==> config.mk <==
export PLATFORM = sky130hd
export DESIGN_NAME = move_validator_ctrl_flat
export DESIGN_NICKNAME = d
export VERILOG_FILES = /design/src/rtl/chess_pkg.sv /design/src/rtl/move_validator_ctrl_if.sv /design/src/rtl/move_precheck.sv /design/src/rtl/move_validator_ctrl.sv /design/src/flat_wrapper.sv
export SDC_FILE = /design/constraint.sdc
export NUM_CORES = 1
export LEC_CHECK = 0
export ABC_AREA = 1
export ABC_CLOCK_PERIOD_IN_PS = 4600
export BUFFER_PORTS_ARGS = -buffer_cell sky130_fd_sc_hd__buf_2
export CORE_MARGIN = 2
export CORE_UTILIZATION = 54
export CTS_CLUSTER_SIZE = 14
export DETAILED_ROUTE_END_ITERATION = 12
export PLACE_DENSITY = 0.89
export SLEW_MARGIN = 40
export SYNTH_ARGS = -nofsm -noshare
export SYNTH_HDL_FRONTEND = slang
export SYNTH_SLANG_ARGS = --single-unit
==> constraint.sdc <==
create_clock -name clk -period 4.6 [get_ports clk]
set_clock_uncertainty 0.05 [all_clocks]
set_input_delay 0.69 -clock clk [delete_from_list [all_inputs] [get_ports clk]]
set_output_delay 0.69 -clock clk [all_outputs]
set_load 0.01 [all_outputs]
==> src/rtl/chess_pkg.sv <==
`default_nettype none
// ============================================================================
// Package  : chess_pkg
// Purpose  : Shared types for the board validator: square encoding, piece
//            kinds, move result (reason) codes and checker count.
// Revision : 1.0 - initial release
// ============================================================================
package chess_pkg;

  // Board square: bit3 = colour (0 white, 1 black), bits[2:0] = piece kind.
  typedef logic [3:0] square_t;

  localparam square_t EMPTY_SQ   = 4'd15;
  localparam int      N_CHECKERS = 6;

  typedef enum logic [2:0] {
    PK_PAWN   = 3'd0,
    PK_KNIGHT = 3'd1,
    PK_BISHOP = 3'd2,
    PK_ROOK   = 3'd3,
    PK_QUEEN  = 3'd4,
    PK_KING   = 3'd5
  } piece_kind_t;

  typedef enum logic [2:0] {
    RES_OK            = 3'd0,
    RES_EMPTY_SRC     = 3'd1,
    RES_WRONG_SIDE    = 3'd2,
    RES_NULL_MOVE     = 3'd3,
    RES_FRIENDLY_DEST = 3'd4,
    RES_BAD_MOVE      = 3'd5,
    RES_TIMEOUT       = 3'd6,
    RES_BAD_PIECE     = 3'd7
  } move_result_t;

endpackage : chess_pkg
`default_nettype wire

==> src/rtl/move_validator_ctrl_if.sv <==
`default_nettype none
// ============================================================================
// Interface : move_validator_ctrl_if
// Purpose   : Request/response handshake from game-play control plus the
//             operand/strobe bus towards the six per-piece move checkers.
// Modports  : slave  - the controller (move_validator_ctrl)
//             master - the environment (game control, board, checkers)
// Revision  : 1.0 - initial release
// ============================================================================
interface move_validator_ctrl_if;
  import chess_pkg::*;

  // Request side
  logic                   req_valid;
  logic                   req_ready;
  logic [2:0]             old_x;
  logic [2:0]             old_y;
  logic [2:0]             new_x;
  logic [2:0]             new_y;
  logic                   side_to_move;
  square_t [7:0][7:0]     board_in;       // indexed [y][x]

  // Response side
  logic                   resp_valid;
  logic                   resp_legal;
  logic [2:0]             resp_code;

  // Checker side
  logic [N_CHECKERS-1:0]  chk_start;
  logic [2:0]             chk_old_x;
  logic [2:0]             chk_old_y;
  logic [2:0]             chk_new_x;
  logic [2:0]             chk_new_y;
  logic [2:0]             chk_h_delta;
  logic [2:0]             chk_v_delta;
  logic [3:0]             chk_piece_type;
  logic [N_CHECKERS-1:0]  chk_done;
  logic [N_CHECKERS-1:0]  chk_valid_move;

  modport slave (
    input  req_valid, old_x, old_y, new_x, new_y, side_to_move, board_in,
    input  chk_done, chk_valid_move,
    output req_ready, resp_valid, resp_legal, resp_code,
    output chk_start, chk_old_x, chk_old_y, chk_new_x, chk_new_y,
    output chk_h_delta, chk_v_delta, chk_piece_type
  );

  modport master (
    output req_valid, old_x, old_y, new_x, new_y, side_to_move, board_in,
    output chk_done, chk_valid_move,
    input  req_ready, resp_valid, resp_legal, resp_code,
    input  chk_start, chk_old_x, chk_old_y, chk_new_x, chk_new_y,
    input  chk_h_delta, chk_v_delta, chk_piece_type
  );

endinterface : move_validator_ctrl_if
`default_nettype wire

==> src/rtl/move_precheck.sv <==
`default_nettype none
// ============================================================================
// Module   : move_precheck
// Purpose  : Combinational cheap pre-checks on a registered move request.
//            Rejections are reported in priority order; when nothing hits,
//            kind_o names the checker to dispatch to.
// Ports    : board_i            board, [y][x]
//            old/new_x/y_i      registered source / destination squares
//            side_i             side to move (0 white, 1 black)
//            h/v_delta_i        registered absolute deltas
//            reject_o, code_o   rejection flag and reason code
//            kind_o             source piece kind
// Revision : 1.0 - initial release
// ============================================================================
module move_precheck
  import chess_pkg::*;
(
  input  square_t [7:0][7:0] board_i,
  input  logic [2:0]         old_x_i,
  input  logic [2:0]         old_y_i,
  input  logic [2:0]         new_x_i,
  input  logic [2:0]         new_y_i,
  input  logic               side_i,
  input  logic [2:0]         h_delta_i,
  input  logic [2:0]         v_delta_i,
  output logic               reject_o,
  output move_result_t       code_o,
  output logic [2:0]         kind_o
);

  square_t src;
  square_t dst;

  always_comb begin
    src      = board_i[old_y_i][old_x_i];
    dst      = board_i[new_y_i][new_x_i];
    kind_o   = src[2:0];
    reject_o = 1'b1;
    code_o   = RES_OK;
    if (src == EMPTY_SQ) begin
      code_o = RES_EMPTY_SRC;
    end else if (src[2:0] > PK_KING) begin
      // Kinds 6/7 are undefined; 15 was already caught as empty above.
      code_o = RES_BAD_PIECE;
    end else if (src[3] != side_i) begin
      code_o = RES_WRONG_SIDE;
    end else if ((h_delta_i == 3'd0) && (v_delta_i == 3'd0)) begin
      code_o = RES_NULL_MOVE;
    end else if ((dst != EMPTY_SQ) && (dst[3] == src[3])) begin
      code_o = RES_FRIENDLY_DEST;
    end else begin
      reject_o = 1'b0;
    end
  end

endmodule : move_precheck
`default_nettype wire

==> src/rtl/move_validator_ctrl.sv <==
`default_nettype none
// ============================================================================
// Module   : move_validator_ctrl
// Purpose  : Accepts one move request, runs pre-checks, dispatches to exactly
//            one piece checker, waits for its done under a timeout and
//            returns a registered legal/illegal result with reason code.
// Ports    : clk      system clock (rising edge)
//            reset_n  asynchronous active-low reset
//            bus      move_validator_ctrl_if.slave (request, response,
//                     checker operands / strobes)
// Revision : 1.0 - initial release
// ============================================================================
module move_validator_ctrl
  import chess_pkg::*;
#(
  parameter int TIMEOUT_CYCLES = 16   // 4..255
) (
  input  logic                 clk,
  input  logic                 reset_n,
  move_validator_ctrl_if.slave bus
);

  localparam logic [7:0] TIMEOUT_LAST = 8'(TIMEOUT_CYCLES - 1);

  typedef enum logic [2:0] {
    S_IDLE     = 3'd0,
    S_PRECHECK = 3'd1,
    S_DISPATCH = 3'd2,
    S_WAIT     = 3'd3,
    S_RESP     = 3'd4
  } state_t;

  state_t                state_q;
  logic [2:0]            old_x_q, old_y_q, new_x_q, new_y_q;
  logic                  side_q;
  logic [2:0]            h_delta_q, v_delta_q;
  logic [2:0]            h_delta_d, v_delta_d;
  logic [2:0]            kind_q;
  square_t               piece_q;
  logic [7:0]            timer_q;
  logic                  req_ready_q;
  logic                  resp_valid_q;
  logic                  resp_legal_q;
  move_result_t          resp_code_q;
  logic [N_CHECKERS-1:0] chk_start_q;

  logic                  pc_reject;
  move_result_t          pc_code;
  logic [2:0]            pc_kind;

  // Absolute deltas of the incoming request; captured on accept.
  always_comb begin
    h_delta_d = (bus.new_x >= bus.old_x) ? (bus.new_x - bus.old_x) : (bus.old_x - bus.new_x);
    v_delta_d = (bus.new_y >= bus.old_y) ? (bus.new_y - bus.old_y) : (bus.old_y - bus.new_y);
  end

  move_precheck u_precheck (
    .board_i   (bus.board_in),
    .old_x_i   (old_x_q),
    .old_y_i   (old_y_q),
    .new_x_i   (new_x_q),
    .new_y_i   (new_y_q),
    .side_i    (side_q),
    .h_delta_i (h_delta_q),
    .v_delta_i (v_delta_q),
    .reject_o  (pc_reject),
    .code_o    (pc_code),
    .kind_o    (pc_kind)
  );

  always_ff @(posedge clk or negedge reset_n) begin
    if (!reset_n) begin
      state_q      <= S_IDLE;
      old_x_q      <= '0;
      old_y_q      <= '0;
      new_x_q      <= '0;
      new_y_q      <= '0;
      side_q       <= 1'b0;
      h_delta_q    <= '0;
      v_delta_q    <= '0;
      kind_q       <= '0;
      piece_q      <= '0;
      timer_q      <= '0;
      req_ready_q  <= 1'b1;
      resp_valid_q <= 1'b0;
      resp_legal_q <= 1'b0;
      resp_code_q  <= RES_OK;
      chk_start_q  <= '0;
    end else begin
      case (state_q)
        S_IDLE: begin
          if (bus.req_valid && req_ready_q) begin
            old_x_q     <= bus.old_x;
            old_y_q     <= bus.old_y;
            new_x_q     <= bus.new_x;
            new_y_q     <= bus.new_y;
            side_q      <= bus.side_to_move;
            h_delta_q   <= h_delta_d;
            v_delta_q   <= v_delta_d;
            req_ready_q <= 1'b0;
            state_q     <= S_PRECHECK;
          end
        end
        S_PRECHECK: begin
          if (pc_reject) begin
            resp_valid_q <= 1'b1;
            resp_legal_q <= 1'b0;
            resp_code_q  <= pc_code;
            state_q      <= S_RESP;
          end else begin
            kind_q      <= pc_kind;
            piece_q     <= bus.board_in[old_y_q][old_x_q];
            chk_start_q <= 6'b000001 << pc_kind;
            timer_q     <= '0;
            state_q     <= S_DISPATCH;
          end
        end
        S_DISPATCH: begin
          chk_start_q <= '0;
          state_q     <= S_WAIT;
        end
        S_WAIT: begin
          // Done is tested first so it wins over a coincident expiry.
          if (bus.chk_done[kind_q]) begin
            resp_valid_q <= 1'b1;
            resp_legal_q <= bus.chk_valid_move[kind_q];
            resp_code_q  <= bus.chk_valid_move[kind_q] ? RES_OK : RES_BAD_MOVE;
            state_q      <= S_RESP;
          end else if (timer_q == TIMEOUT_LAST) begin
            resp_valid_q <= 1'b1;
            resp_legal_q <= 1'b0;
            resp_code_q  <= RES_TIMEOUT;
            state_q      <= S_RESP;
          end else begin
            timer_q <= timer_q + 8'd1;
          end
        end
        S_RESP: begin
          resp_valid_q <= 1'b0;
          req_ready_q  <= 1'b1;
          state_q      <= S_IDLE;
        end
        default: begin
          chk_start_q  <= '0;
          resp_valid_q <= 1'b0;
          req_ready_q  <= 1'b1;
          state_q      <= S_IDLE;
        end
      endcase
    end
  end

  // Operands come straight from the request registers, so they are stable
  // from dispatch until the next accept.
  assign bus.req_ready      = req_ready_q;
  assign bus.resp_valid     = resp_valid_q;
  assign bus.resp_legal     = resp_legal_q;
  assign bus.resp_code      = resp_code_q;
  assign bus.chk_start      = chk_start_q;
  assign bus.chk_old_x      = old_x_q;
  assign bus.chk_old_y      = old_y_q;
  assign bus.chk_new_x      = new_x_q;
  assign bus.chk_new_y      = new_y_q;
  assign bus.chk_h_delta    = h_delta_q;
  assign bus.chk_v_delta    = v_delta_q;
  assign bus.chk_piece_type = piece_q;

endmodule : move_validator_ctrl
`default_nettype wire

==> src/flat_wrapper.sv <==
// flat-port wrapper written by rule: the top's interface ports become plain ports
module move_validator_ctrl_flat import chess_pkg::*;
#(
  parameter int TIMEOUT_CYCLES = 16            
)
  (clk, reset_n, bus_req_valid, bus_old_x, bus_old_y, bus_new_x, bus_new_y, bus_side_to_move, bus_board_in, bus_chk_done, bus_chk_valid_move, bus_req_ready, bus_resp_valid, bus_resp_legal, bus_resp_code, bus_chk_start, bus_chk_old_x, bus_chk_old_y, bus_chk_new_x, bus_chk_new_y, bus_chk_h_delta, bus_chk_v_delta, bus_chk_piece_type);
  move_validator_ctrl_if bus_i ();
  input  logic clk;
  input  logic reset_n;
  input wire logic [$bits(bus_i.req_valid)-1:0] bus_req_valid;
  input wire logic [$bits(bus_i.old_x)-1:0] bus_old_x;
  input wire logic [$bits(bus_i.old_y)-1:0] bus_old_y;
  input wire logic [$bits(bus_i.new_x)-1:0] bus_new_x;
  input wire logic [$bits(bus_i.new_y)-1:0] bus_new_y;
  input wire logic [$bits(bus_i.side_to_move)-1:0] bus_side_to_move;
  input wire logic [$bits(bus_i.board_in)-1:0] bus_board_in;
  input wire logic [$bits(bus_i.chk_done)-1:0] bus_chk_done;
  input wire logic [$bits(bus_i.chk_valid_move)-1:0] bus_chk_valid_move;
  output wire logic [$bits(bus_i.req_ready)-1:0] bus_req_ready;
  output wire logic [$bits(bus_i.resp_valid)-1:0] bus_resp_valid;
  output wire logic [$bits(bus_i.resp_legal)-1:0] bus_resp_legal;
  output wire logic [$bits(bus_i.resp_code)-1:0] bus_resp_code;
  output wire logic [$bits(bus_i.chk_start)-1:0] bus_chk_start;
  output wire logic [$bits(bus_i.chk_old_x)-1:0] bus_chk_old_x;
  output wire logic [$bits(bus_i.chk_old_y)-1:0] bus_chk_old_y;
  output wire logic [$bits(bus_i.chk_new_x)-1:0] bus_chk_new_x;
  output wire logic [$bits(bus_i.chk_new_y)-1:0] bus_chk_new_y;
  output wire logic [$bits(bus_i.chk_h_delta)-1:0] bus_chk_h_delta;
  output wire logic [$bits(bus_i.chk_v_delta)-1:0] bus_chk_v_delta;
  output wire logic [$bits(bus_i.chk_piece_type)-1:0] bus_chk_piece_type;
  assign bus_i.req_valid = bus_req_valid;
  assign bus_i.old_x = bus_old_x;
  assign bus_i.old_y = bus_old_y;
  assign bus_i.new_x = bus_new_x;
  assign bus_i.new_y = bus_new_y;
  assign bus_i.side_to_move = bus_side_to_move;
  assign bus_i.board_in = bus_board_in;
  assign bus_i.chk_done = bus_chk_done;
  assign bus_i.chk_valid_move = bus_chk_valid_move;
  assign bus_req_ready = bus_i.req_ready;
  assign bus_resp_valid = bus_i.resp_valid;
  assign bus_resp_legal = bus_i.resp_legal;
  assign bus_resp_code = bus_i.resp_code;
  assign bus_chk_start = bus_i.chk_start;
  assign bus_chk_old_x = bus_i.chk_old_x;
  assign bus_chk_old_y = bus_i.chk_old_y;
  assign bus_chk_new_x = bus_i.chk_new_x;
  assign bus_chk_new_y = bus_i.chk_new_y;
  assign bus_chk_h_delta = bus_i.chk_h_delta;
  assign bus_chk_v_delta = bus_i.chk_v_delta;
  assign bus_chk_piece_type = bus_i.chk_piece_type;
  move_validator_ctrl #(.TIMEOUT_CYCLES(TIMEOUT_CYCLES)) u_core (.clk(clk), .reset_n(reset_n), .bus(bus_i));
endmodule
==> flow_metrics.env <==
export IMPL_clockBufferDepth=2
export IMPL_io_pins=318
export IMPL_setup_viol=0
export IMPL_crit_path_end_kind="flip-flop"
export IMPL_power_mw=6.001
export IMPL_synth_top_cell_by_area="nand2_1"
export IMPL_fin_tns_setup_ns=0
export IMPL_slew_viol_final=0
export IMPL_post_route_drc_count=0
export IMPL_cts_sinks=46
export IMPL_yosysUniqueCellTypes=38
export IMPL_cts_setup_buffers=0
export IMPL_dp_cells=1839
export IMPL_hold_viol=0
export IMPL_clk_insertion_delay_late_ns=0.29
export IMPL_yosysMostFrequentCell="nand2_1"
export IMPL_synthFlopType="dfrtp_1"
export IMPL_cts_resized=0
export IMPL_ir_worst_vdd_uv=477.4
export IMPL_drt_iter0_markers=1737
export IMPL_met2_length_um=13660
export IMPL_cts_tree="done"
export IMPL_numCtsBuffers=5
export IMPL_status="finished, final reports clean"
export IMPL_highest_layer="met4"
export IMPL_cts_htree_levels=2
export IMPL_area_growth_pct=19.42
export IMPL_ys_seq_elements=46
export IMPL_rsz0062_at_grt="false"
export IMPL_critPathMaxFanout=61
export IMPL_clk_pin_slew_ns=0.07
export IMPL_hpwl_um=21670
export IMPL_syn_num_nets=1733
export IMPL_wl_met3_um=3945
export IMPL_yosys_top_cells_area="nand2_1 (27%), nand3_1 (22%), dfrtp_1 (15%)"
export IMPL_synth_edf_count=0
export IMPL_grt_ovfl_total=0
export IMPL_start_kind="flip-flop"
export IMPL_timing_hold_ws_ns=0.3430
export IMPL_syn_area_mm2=0.007617
export IMPL_finalWorstSetupSlack_ns=0.9722
export IMPL_fin_util_pct=65.79
export IMPL_async_reset_ff_share_pct=100.0
export IMPL_cts_root_buf="clkbuf_16"
export IMPL_nFillCells=1350
export IMPL_coreArea_mm2=0.01383
export IMPL_place_gp_congestion=0.9965
export IMPL_syn_inst=1434
export IMPL_fp_dieW_um=122.8
export IMPL_ys_seq_area_share_pct=15.13
export IMPL_drt_wirelength_per_cell_um=16.51
export IMPL_num_vias=11050
export IMPL_grt_pass1_vias=9691
export IMPL_grt_max_degree=98
export IMPL_layout_drive_gt1_share_pct=22.50
export IMPL_dp_slack_ns=1.091
export IMPL_cp_arrival_ns=3.76
export IMPL_critPathKind="reg -> reg"
export IMPL_yosys_top_cells_count="nand2_1 (552), nand3_1 (340), nor2_1 (118)"
export IMPL_m1WireLength_um=11530
export IMPL_avgSynthCellArea_um2=5.312
export IMPL_dieArea_mm2=0.01507
export IMPL_timing_fmax_mhz=275.7
export IMPL_grt_use_total_pct=38.90
export IMPL_nets=1965
export IMPL_io_buffers=317
export IMPL_dr_pass1_iters=7
export IMPL_grt_pass1_wl_um=47100
export IMPL_dpl_instance_area_mm2=0.008919
export IMPL_power_density_mw_per_mm2=659.7
export IMPL_slew_headroom_pct=47.57
export IMPL_fin_crit_sh_pct=78.86
export IMPL_antenna_found_initial=5
export IMPL_cp_required_ns=4.74
export IMPL_cts_hold_buf=0
export IMPL_p_leak_nw=4.971
export IMPL_drt_wl_total_um=30570
export IMPL_vias_per_cell=5.966
export IMPL_rows=43
export IMPL_worst_pin_slew_ns=0.7865
export IMPL_min_delay_path_class="in -> async"
export IMPL_finalNonFillerCells=1852
export IMPL_start_util_pct=55.09
export IMPL_finalCriticalPeriod_ns=3.628
export IMPL_die_y_um=122.8
export IMPL_fin_area_mm2=0.009096
export IMPL_yosys_warnings=0
export IMPL_maxCapViolCount=0
export IMPL_final_antenna_net_count=0
export IMPL_synth_top_area_share_pct=27.20
[worst max-delay path: stages, from the launching register on]
cell and delay, ns:
dfrtp_4 0.83, clkinv_2 0.45, buf_4 0.40, nand2_1 0.13, nand3_1 0.07, nand3_1 0.15
nand2_1 0.06, nand2_1 0.05, nand3_1 0.08, nand3_1 0.12, nand2_2 0.11, nand2_2 0.13
inv_2 0.05, nor2_2 0.12, nand3_2 0.25, nand3_2 0.25, inv_2 0.06, nand2_1 0.07
nand2_1 0.05
[cell families (layout without fill, tap and decap cells)]
family                   Yosys count  count (layout)  synth area share [%]
AND/OR/NAND/NOR                 1038            1038                 57.93
other                              0               5                     0
adder cells (fa/ha/maj)           15              15                 2.858
multiplexers                       4               4                0.5256
flip-flops                        46              46                 15.13
AO/OA/AOI/OAI                    155             155                 11.40
XOR/XNOR                           2               2                0.2300
buffers and inverters            174             407                 11.93
[power breakdown]
group,internal [mW],switching (mW)
combinational,1.50,3.13
sequential,0.588,0.365
clock,0.255,0.161
[state kept, by name (all words and copies together), names as in the netlist]
signal                     flops
u_core.bus.chk_h_delta         3
u_core.bus.resp_code           3
u_core.bus.resp_legal          1
u_core.bus.chk_new_x           3
u_core.bus.chk_v_delta         3
u_core.bus.req_ready           1
u_core.bus.chk_start           6
u_core.bus.chk_new_y           3
u_core.timer_q                 8
u_core.bus.resp_valid          1
u_core.bus.chk_old_x           3
u_core.bus.chk_piece_type      4
u_core.state_q                 3
u_core.bus.chk_old_y           3
u_core.side_q                  1
[cell usage in the layout, fill, tap and decap left out, types with 8 or more instances in the layout]
cell and instances:
o211ai_1 16, buf_2 316, dfrtp_1 41, inv_1 58, inv_2 8, nand2_1 552, nand3_1 340, nor2_1 117
ha_1 11, a21oi_1 25, o21ai_0 63, buf_4 10, o21ai_1 37
[worst paths after layout]
check / from / to / slack, ns / cells past startpoint
max reg2reg: u_core.bus.chk_old_y[0]$_DFFE_PN0P_ / u_core.bus.resp_code[2]$_DFFE_PN0P_ / 0.97 / 18
min: reset_n / u_core.timer_q[7]$_DFFE_PN0P_ / 0.34 / 1
max in group asynchronous: reset_n / u_core.bus.chk_new_y[0]$_DFFE_PN0P_ / 3.69 / 1
min in group clk: u_core.bus.resp_valid$_DFFE_PN0P_ / u_core.bus.resp_valid$_DFFE_PN0P_ / 0.45 / 2
min reg2reg: u_core.bus.resp_valid$_DFFE_PN0P_ / u_core.bus.resp_valid$_DFFE_PN0P_ / 0.45 / 2
max: u_core.bus.chk_old_y[0]$_DFFE_PN0P_ / u_core.bus.resp_code[2]$_DFFE_PN0P_ / 0.97 / 18
[layout make-up]
| class | instances | area [um2] | area share (%) |
|---|---|---|---|
| clock inverters | 3 | 40.04 | 0.4402 |
| well taps | 180 | 225.2 | 2.476 |
| multi-input cells | 1214 | 5559 | 61.11 |
| repair buffers | 328 | 1697 | 18.65 |
| inverters | 71 | 275.3 | 3.026 |
| diodes | 5 | 12.51 | 0.1376 |
| clock buffers | 5 | 125.1 | 1.376 |
| flip-flops and latches | 46 | 1162 | 12.78 |
[metal layers]
layer / up-vias / global-route usage [%]
li1: 5175 / -
met1: 4877 / 51.29
met2: 847 / 61.05
met3: 150 / 6.831
met4: 0 / 19.40
met5: - / 0
Note: power is estimated with default switching activity, not from simulation.
